File: config.mk
export PLATFORM = sky130hd
export DESIGN_NAME = itof_issue_ctrl
export DESIGN_NICKNAME = d
export VERILOG_FILES = /design/src/rtl/fpu_pkg.sv /design/src/rtl/fpu_resp_fifo.sv /design/src/rtl/itof_issue_ctrl.sv
export SDC_FILE = /design/constraint.sdc
export NUM_CORES = 1
export LEC_CHECK = 0
export ABC_AREA = 1
export BUFFER_PORTS_ARGS = -buffer_cell sky130_fd_sc_hd__clkbuf_2
export CAP_MARGIN = 20
export CORE_AREA = 2 2 138 140
export DETAILED_ROUTE_END_ITERATION = 7
export DIE_AREA = 0 0 140 142
export PLACE_DENSITY = 0.66
export SETUP_SLACK_MARGIN = 0.5
export SLEW_MARGIN = 15
export SYNTH_ARGS = -nofsm -noshare
export SYNTH_HDL_FRONTEND = slang
export SYNTH_SLANG_ARGS = --single-unit
File: constraint.sdc
create_clock -name clk -period 5 [get_ports clk]
set_input_delay 1 -clock clk [delete_from_list [all_inputs] [get_ports clk]]
set_output_delay 1 -clock clk [all_outputs]
set_load 0.02 [all_outputs]
File: src/rtl/fpu_pkg.sv
// Shared types and constants for the FPU int-to-float issue path.
// The pipeline latency and tag width are fixed here so every FPU block agrees on them.
package fpu_pkg;

  localparam int ITOF_LAT = 3;
  localparam int TAG_W    = 5;

  typedef logic [TAG_W-1:0] fpu_tag_t;

  typedef struct packed {
    logic [31:0] data;
    fpu_tag_t    tag;
  } fpu_resp_t;

  // Number of conversions currently travelling through itof_pipeline.
  function automatic int unsigned count_inflight(input logic [ITOF_LAT-1:0] vld);
    int unsigned n;
    n = 0;
    for (int i = 0; i < ITOF_LAT; i++) begin
      n += int'(vld[i]);
    end
    return n;
  endfunction

endpackage

File: src/rtl/fpu_resp_fifo.sv
// Synchronous result FIFO of fpu_resp_t with an occupancy count.
// Space is guaranteed by the caller's credit scheme; overflow is only asserted.
module fpu_resp_fifo
  import fpu_pkg::*;
#(
  parameter  int DEPTH = 4,
  localparam int PTR_W = (DEPTH > 1) ? $clog2(DEPTH) : 1,
  localparam int CNT_W = $clog2(DEPTH) + 1
) (
  input  logic             clk,
  input  logic             rst,
  input  logic             clr,
  input  logic             push,
  input  fpu_resp_t        wdata,
  input  logic             pop,
  output fpu_resp_t        rdata,
  output logic [CNT_W-1:0] count
);

  fpu_resp_t        mem_q [DEPTH];
  logic [PTR_W-1:0] wr_ptr_q, wr_ptr_d;
  logic [PTR_W-1:0] rd_ptr_q, rd_ptr_d;
  logic [CNT_W-1:0] count_q, count_d;
  logic             pop_ok;
  logic             kill;

  function automatic logic [PTR_W-1:0] ptr_inc(input logic [PTR_W-1:0] p);
    return (p == PTR_W'(DEPTH - 1)) ? '0 : p + 1'b1;
  endfunction

  // NOTE: every signal written here gets a default first so no latch can be inferred.
  always_comb begin
    kill     = rst || clr;
    pop_ok   = pop && (count_q != '0);
    wr_ptr_d = wr_ptr_q;
    rd_ptr_d = rd_ptr_q;
    count_d  = count_q;
    if (push)   wr_ptr_d = ptr_inc(wr_ptr_q);
    if (pop_ok) rd_ptr_d = ptr_inc(rd_ptr_q);
    case ({push, pop_ok})
      2'b10:   count_d = count_q + 1'b1;
      2'b01:   count_d = count_q - 1'b1;
      default: count_d = count_q;
    endcase
    if (kill) begin
      wr_ptr_d = '0;
      rd_ptr_d = '0;
      count_d  = '0;
    end
  end

  // NOTE: state registers use non-blocking assignments so all flops update from pre-edge values.
  always_ff @(posedge clk) begin
    wr_ptr_q <= wr_ptr_d;
    rd_ptr_q <= rd_ptr_d;
    count_q  <= count_d;
  end

  // NOTE: the storage array is deliberately not reset; rdata is masked to zero while empty.
  always_ff @(posedge clk) begin
    if (push && !kill) mem_q[wr_ptr_q] <= wdata;
  end

  always_ff @(posedge clk) begin
    if (!kill) begin
      assert (!(push && !pop_ok && (count_q == CNT_W'(DEPTH))))
        else $error("fpu_resp_fifo overflow");
    end
  end

  assign rdata = (count_q != '0) ? mem_q[rd_ptr_q] : '0;
  assign count = count_q;

endmodule

File: src/rtl/itof_issue_ctrl.sv
// Issue/collect wrapper in front of the fixed-latency itof_pipeline: tracks valid+tag
// alongside the data and buffers results in a credit-protected FIFO for writeback.
module itof_issue_ctrl
  import fpu_pkg::*;
#(
  parameter int FIFO_DEPTH = 4
) (
  input  logic             clk,
  input  logic             rst,
  input  logic             flush,
  input  logic             req_valid,
  output logic             req_ready,
  input  logic [31:0]      req_src,
  input  logic [TAG_W-1:0] req_tag,
  output logic [31:0]      itof_a,
  input  logic [31:0]      itof_res,
  output logic             resp_valid,
  input  logic             resp_ready,
  output logic [31:0]      resp_data,
  output logic [TAG_W-1:0] resp_tag,
  output logic             busy
);

  localparam int CNT_W = $clog2(FIFO_DEPTH) + 1;
  localparam int SUM_W = CNT_W + 1;

  if (FIFO_DEPTH < ITOF_LAT + 1) begin : g_depth_check
    $error("itof_issue_ctrl: FIFO_DEPTH must be at least ITOF_LAT+1");
  end

  logic [ITOF_LAT-1:0]           vld_sr_q, vld_sr_d;
  fpu_tag_t [ITOF_LAT-1:0]       tag_sr_q, tag_sr_d;
  logic [CNT_W-1:0]              fifo_count;
  logic [SUM_W-1:0]              inflight;
  logic [SUM_W-1:0]              credits_used;
  logic                          acc;
  logic                          push;
  logic                          pop;
  fpu_resp_t                     push_entry;
  fpu_resp_t                     head;

  always_comb begin
    inflight     = SUM_W'(count_inflight(vld_sr_q));
    // Credits use the registered count: a pop in this cycle frees space only next cycle.
    credits_used = SUM_W'(fifo_count) + inflight;
    req_ready    = !rst && !flush && (credits_used < SUM_W'(FIFO_DEPTH));
    acc          = req_valid && req_ready;
    itof_a       = acc ? req_src : '0;

    resp_valid   = (fifo_count != '0);
    pop          = resp_valid && resp_ready && !flush;
    push         = vld_sr_q[ITOF_LAT-1];
    push_entry   = '{data: itof_res, tag: tag_sr_q[ITOF_LAT-1]};

    vld_sr_d     = {vld_sr_q[ITOF_LAT-2:0], acc};
    tag_sr_d     = {tag_sr_q[ITOF_LAT-2:0], req_tag};
    // Killed ops lose their valid bit; their results still leave itof_pipeline but are ignored.
    if (rst || flush) vld_sr_d = '0;
    if (rst)          tag_sr_d = '0;

    resp_data    = head.data;
    resp_tag     = head.tag;
    busy         = (|vld_sr_q) || resp_valid;
  end

  always_ff @(posedge clk) begin
    vld_sr_q <= vld_sr_d;
    tag_sr_q <= tag_sr_d;
  end

  fpu_resp_fifo #(
    .DEPTH (FIFO_DEPTH)
  ) u_resp_fifo (
    .clk   (clk),
    .rst   (rst),
    .clr   (flush),
    .push  (push),
    .wdata (push_entry),
    .pop   (pop),
    .rdata (head),
    .count (fifo_count)
  );

endmodule

# --- Word-level counts from Yosys, hierarchy flattened ---
# Memories as Yosys holds them, arrays and structs flattened. A register that Yosys moved wholly into a read port is not among the register bits.
# Index checks and enable logic that the tools add are counted.
word_totals:
  reg_bits: 25
  ramBits: 148
  inputBits: 74
  out_inout_bits: 72
  n_memories: 1
memory_table:
  columns: ["memory", "depth", "width", "read_ports", "rd_clocked_by_memory_dff", "write_ports", "line_no", "rtl"]
  rows:
  - ["u_resp_fifo.mem_q", 4, 37, 1, 1, 1, "fpu_resp_fifo.sv:20", "fpu_resp_t mem_q [DEPTH];"]
op_classes:
  addsub: 7
  order_cmp: 1
  eq_ne: 4
  n_mux: 9
  n_reduce_logical: 15
ops:
  columns: ["op", "count"]
  rows:
  - ["$mux W37", 1]
  - ["$mux W32", 1]
  - ["$mux W2", 4]
  - ["$logic_and A1 B1 Y1", 7]
  - ["$eq A2 B2 Y1 const B", 3]
  - ["$pmux W3 S2", 1]
  - ["$add A2 B1 Y2 const B", 2]
  - ["$add A3 B3 Y4", 1]
  - ["$lt A4 B3 Y1 const B", 1]
  - ["$add A2 B1 Y3", 1]
  - ["$add A3 B1 Y3 const B", 1]
  - ["$logic_not A1 Y1", 3]
  - ["$reduce_bool A3 Y1", 1]
  - ["$reduce_or A3 Y1", 1]
  - ["$sub A3 B1 Y3 const B", 1]
  - ["$add A1 B1 Y2", 1]
  - ["$eq A2 B1 Y1 const B", 1]
  - ["$logic_or A1 B1 Y1", 2]
  - ["$mux W1", 2]
  - ["$reduce_bool A2 Y1", 1]

# --- Logic depth before layout (Yosys ltp) ---
logic_depth:
  word_depth: 7
  depth_mapped: 13
  ltp_nobuf: 13

# --- Cells and area by module ---
# A second synthesis with hierarchy kept.
unflattened:
  cells_unflattened: 680
  area_unflattened_um2: 7304.5
modules_own_cells:
  columns: ["module", "n_inst", "cells_per_inst", "area_per_inst_um2", "seq_area_each_um2"]
  rows:
  - ["fpu_resp_fifo", 1, 540, 6301.0, 4624.4]
  - ["itof_issue_ctrl", 1, 140, 1003.5, 360.3]

# --- Least setup slack after synthesis ---
# OpenSTA, ideal clock, no wires.
synth_path:
  path_kind: "input-to-reg"
  from: "input rst"
  to: "memory u_resp_fifo.mem_q[0][0] (netlist bit), enable pin"
  arrival_ps: 2922
  t_required_ps: 4569
  setup_slack_ps: 1647
  cell_stages: 4
  path_buffers: 1
  path_cell_list: "buf_6 > nor2_8 > nand2_1 > nor2_1"
synth_between:
  elab_chain_len: 5
synth_rtl:
  columns: ["item", "line_no", "rtl"]
  rows:
  - ["start: declaration", "itof_issue_ctrl.sv:9", "input logic rst,"]
  - ["$logic_or A1 B1 Y1", "fpu_resp_fifo.sv:33", "kill = rst || clr;"]
  - ["$logic_not A1 Y1", "fpu_resp_fifo.sv:61", "if (push && !kill) mem_q[wr_ptr_q] <= wdata;"]
  - ["$logic_and A1 B1 Y1", "fpu_resp_fifo.sv:61", null]
  - ["$mux W1", "fpu_resp_fifo.sv:61", null]
  - ["$mux W1 (implied by the code)", "fpu_resp_fifo.sv:61", null]
  - ["end: declaration", "fpu_resp_fifo.sv:20", null]
# No other way between the ends.

# --- Final worst setup path ---
layout_path:
  from: "register u_resp_fifo.count_q[0], in the netlist u_resp_fifo.count[0]"
  to: "output resp_tag[0]"
layout_between:
  elab_chain_len: 2
layout_rtl:
  columns: ["item", "line_no", "rtl"]
  rows:
  - ["start: declaration", "fpu_resp_fifo.sv:23", "logic [CNT_W-1:0] count_q, count_d;"]
  - ["start signal: assignment", "fpu_resp_fifo.sv:56", "count_q <= count_d;"]
  - ["$reduce_bool A3 Y1", "fpu_resp_fifo.sv:71", "assign rdata = (count_q != '0) ? mem_q[rd_ptr_q] : '0;"]
  - ["$mux W37", "fpu_resp_fifo.sv:71", null]
  - ["end: declaration", "itof_issue_ctrl.sv:20", "output logic [TAG_W-1:0] resp_tag,"]
# No other way between the ends.

==> impl_metrics.py <==
metrics = {
    "route": {
        "dr_wl_met3_um": 983,
        "wirelength_um": 14700,
        "drc": 6,
        "highest_layer": "met4",
        "antenna_left": 0,
        "avgRoutedWirePerCell_um": 13.9,
        "via_per_inst": 4.62,
        "firstDrtPassIters": 7,
        "num_vias": 4897,
        "dr_wl_met2_um": 7650,
        "first_iter_violations": 221,
        "wl_met1_um": 5880,
    },
    "floorplanning": {
        "die_y_um": 142,
        "initial_utilization_pct": 39.2,
        "ios": 146,
        "dieArea_um2": 19900,
        "die_w_um": 140,
        "rows": 50,
        "core_um2": 18500,
    },
    "worst_hold_path": {
        "worst_hold_path_type": "reg2reg",
        "whs_path_depth": 2,
    },
    "run": {
        "cap_violations": 0,
    },
    "critical_path": {
        "cp-end-kind": "output pin",
        "path_class": "reg2out",
        "reg2reg_depth": 3,
        "path_max_fanout": 25,
        "cp.required_ps": 4000,
        "cp-start-kind": "register",
        "cp.arrival_ps": 2600,
    },
    "placement": {
        "io_buffers": 145,
        "gp_congestion": 0.806,
        "dpl.hpwl_um": 9340,
    },
    "global_routing": {
        "grt_pass1_vias": 4747,
        "grt_pass1_wl_um": 23400,
        "overflow": 0,
        "antenna_found_initial": 0,
        "grtUsageTotal_pct": 15.3,
        "grt_start_max_net_pins": 75,
    },
    "clocking": {
        "cts_setup_buffers": 0,
        "cts_root_buf": "clkbuf_16",
        "clkTransAtPathRegs_ps": 60,
        "clock_latency_ps": 420,
        "ctsHoldBuffers": 0,
        "clock_path_buffers": 2,
        "cts_tree": "yes",
        "ctsResizeCount": 0,
        "clock_sinks": 175,
        "cts_max_level": 4,
        "cts_buffers": 17,
    },
    "power_and_ir_drop": {
        "powerDensity_nw_per_um2": 345,
        "vdd_drop_max_mv": 0.237,
        "power.total_mw": 3.04,
        "p_leak_nw": 3.80,
    },
    "layout": {
        "seq_area_um2": 4990,
        "multi_input_area_um2": 1790,
        "fillCellCount": 1634,
        "num_antenna_cells": 0,
        "nets": 898,
        "syn_to_final_growth_pct": 21.9,
        "drive_above_1_share_pct": 24.9,
    },
    "sta": {
        "worstMarginPinSlew_ps": 908,
        "setup_viol": 0,
        "skew_ps": 7.31,
        "hold_violations": 0,
        "holdWs_ps": 402,
        "slew_headroom_pct": 39.4,
        "setup_tns_ps": 0,
        "maxSlewViolCount": 0,
        "fmax_mhz": 278,
        "post-route-period-util_pct": 72.1,
        "finalCriticalPeriod_ps": 3600,
        "rsz0062_at_grt": "false",
    },
    "yosys": {
        "yosysWarnings": 0,
        "synth.most_common_cell": "nand2_1",
        "avgSynthCellArea_um2": 10.7,
        "synth-seq-cells": 175,
        "dominantRegCellSynth": "edfxtp_1",
        "ys_types": 24,
        "synth_area_leader_cell": "edfxtp_1",
        "syn-cell-area_um2": 7230,
        "synthArstFlopShare_pct": 0,
        "synthTopCellsByCount": "157 x nand2_1, 148 x edfxtp_1, 126 x nor2_1",
        "synth_top_area_share_pct": 61.5,
        "synthTopCellsByArea": "edfxtp_1 61%, nand2_1 8.2%, dfxtp_1 7.5%",
        "syn_inst": 675,
        "synth_fp_nets": 759,
        "synth_edf_count": 148,
        "ys_seq_area_share_pct": 69.0,
    },
    "outcome": {
        "violations": "design-rule violations",
        "status": "finished with violations",
    },
}
through the flow:
| step | cells | util [%] | cell area [um2] | worst slack, ps |
|---|---|---|---|---|
| global placement | 1025 | 43.8 | 8090 | 1820 |
| finish | 1061 | 47.7 | 8810 | 1400 |
| detailed placement | 1029 | 44.4 | 8190 | 1770 |
| global route | 1061 | 47.7 | 8810 | 1210 |
| CTS | 1061 | 47.7 | 8810 | 1390 |
| floorplan | 675 | - | 7230 | 1650 |
routing by layer:
layer | GRT usage, % | vias up
li1 | - | 2469
met1 | 17.5 | 2249
met2 | 27.7 | 163
met3 | 4.00 | 16
met4 | 5.37 | 0
met5 | 0 | -
registers in the layout, summed over array words and instances (netlist names), named ones only:
register and count:
push_entry 5, vld_sr_q 3, u_resp_fifo.mem_q 148, u_resp_fifo.rd_ptr_q 2, tag_sr_q 10, u_resp_fifo.wr_ptr_q 2, u_resp_fifo.count 3
logic make-up after synthesis:
| kind of cell | after synthesis | share of synthesized area (%) |
|---|---|---|
| AO/OA/AOI/OAI | 83 | 5.75 |
| AND/OR/NAND/NOR | 302 | 16.6 |
| buffers and inverters | 105 | 6.73 |
| adder cells (fa/ha/maj) | 10 | 1.94 |
| flip-flops | 175 | 69.0 |
area by class of cell:
cell class                 count  share of cell area [%]
tap                          234                    3.32
clock inverter                15                    2.19
sequential                   175                    56.6
inverter                      72                    3.07
multi-input combinational    395                    20.3
timing repair buffer         153                    9.74
clock buffer                  17                    4.83
cells in the final DEF (no fill, tap or decap):
master / synthesis / layout
nor2_8: 1 / 1
clkbuf_2: 1 / 145
clkinv_2: 0 / 5
nand3_2: 1 / 1
nand2_4: 1 / 1
inv_6: 0 / 2
edfxtp_1: 148 / 148
o21ai_1: 4 / 4
buf_4: 8 / 4
ha_1: 8 / 8
fa_1: 2 / 2
dfxtp_2: 0 / 1
nor2_2: 10 / 10
nor2_1: 126 / 122
o21ai_0: 37 / 37
clkbuf_16: 0 / 17
clkinv_4: 0 / 3
inv_1: 70 / 68
clkinv_1: 0 / 2
nand4_1: 1 / 1
dfxtp_1: 27 / 26
a21oi_1: 42 / 42
nand3_1: 3 / 3
nand2_2: 1 / 1
buf_12: 0 / 1
bufinv_16: 0 / 4
nand3b_1: 1 / 1
nor2_4: 0 / 4
nand2_1: 157 / 157
buf_16: 0 / 3
inv_2: 2 / 3
worst max-delay path, cell delays in order, from the launching register on:
cell      delay (ps)
dfxtp_1          370
nor2_1            70
nand2_2          110
clkinv_1         710
buf_4            490
a21oi_1          220
clkbuf_2         210
path summary, 6_finish.rpt:
path                                     start                                  to  slack, ps
min reg2reg             tag_sr_q[7]$_SDFF_PP0_            push_entry[2]$_SDFF_PP0_        400
max          u_resp_fifo.count[0]$_SDFFE_PP0P_                         resp_tag[0]       1400
max reg2reg             vld_sr_q[2]$_SDFF_PP0_  u_resp_fifo.mem_q[0][13]$_DFFE_PP_       3170
min                     tag_sr_q[7]$_SDFF_PP0_            push_entry[2]$_SDFF_PP0_        400
power by group:
| part | internal (mW) | switching, mW |
|---|---|---|
| combinational | 0.0345 | 0.0541 |
| clock | 0.835 | 0.535 |
| sequential | 1.58 | 0.00254 |
No activity file was read; power rests on OpenSTA's default activity.
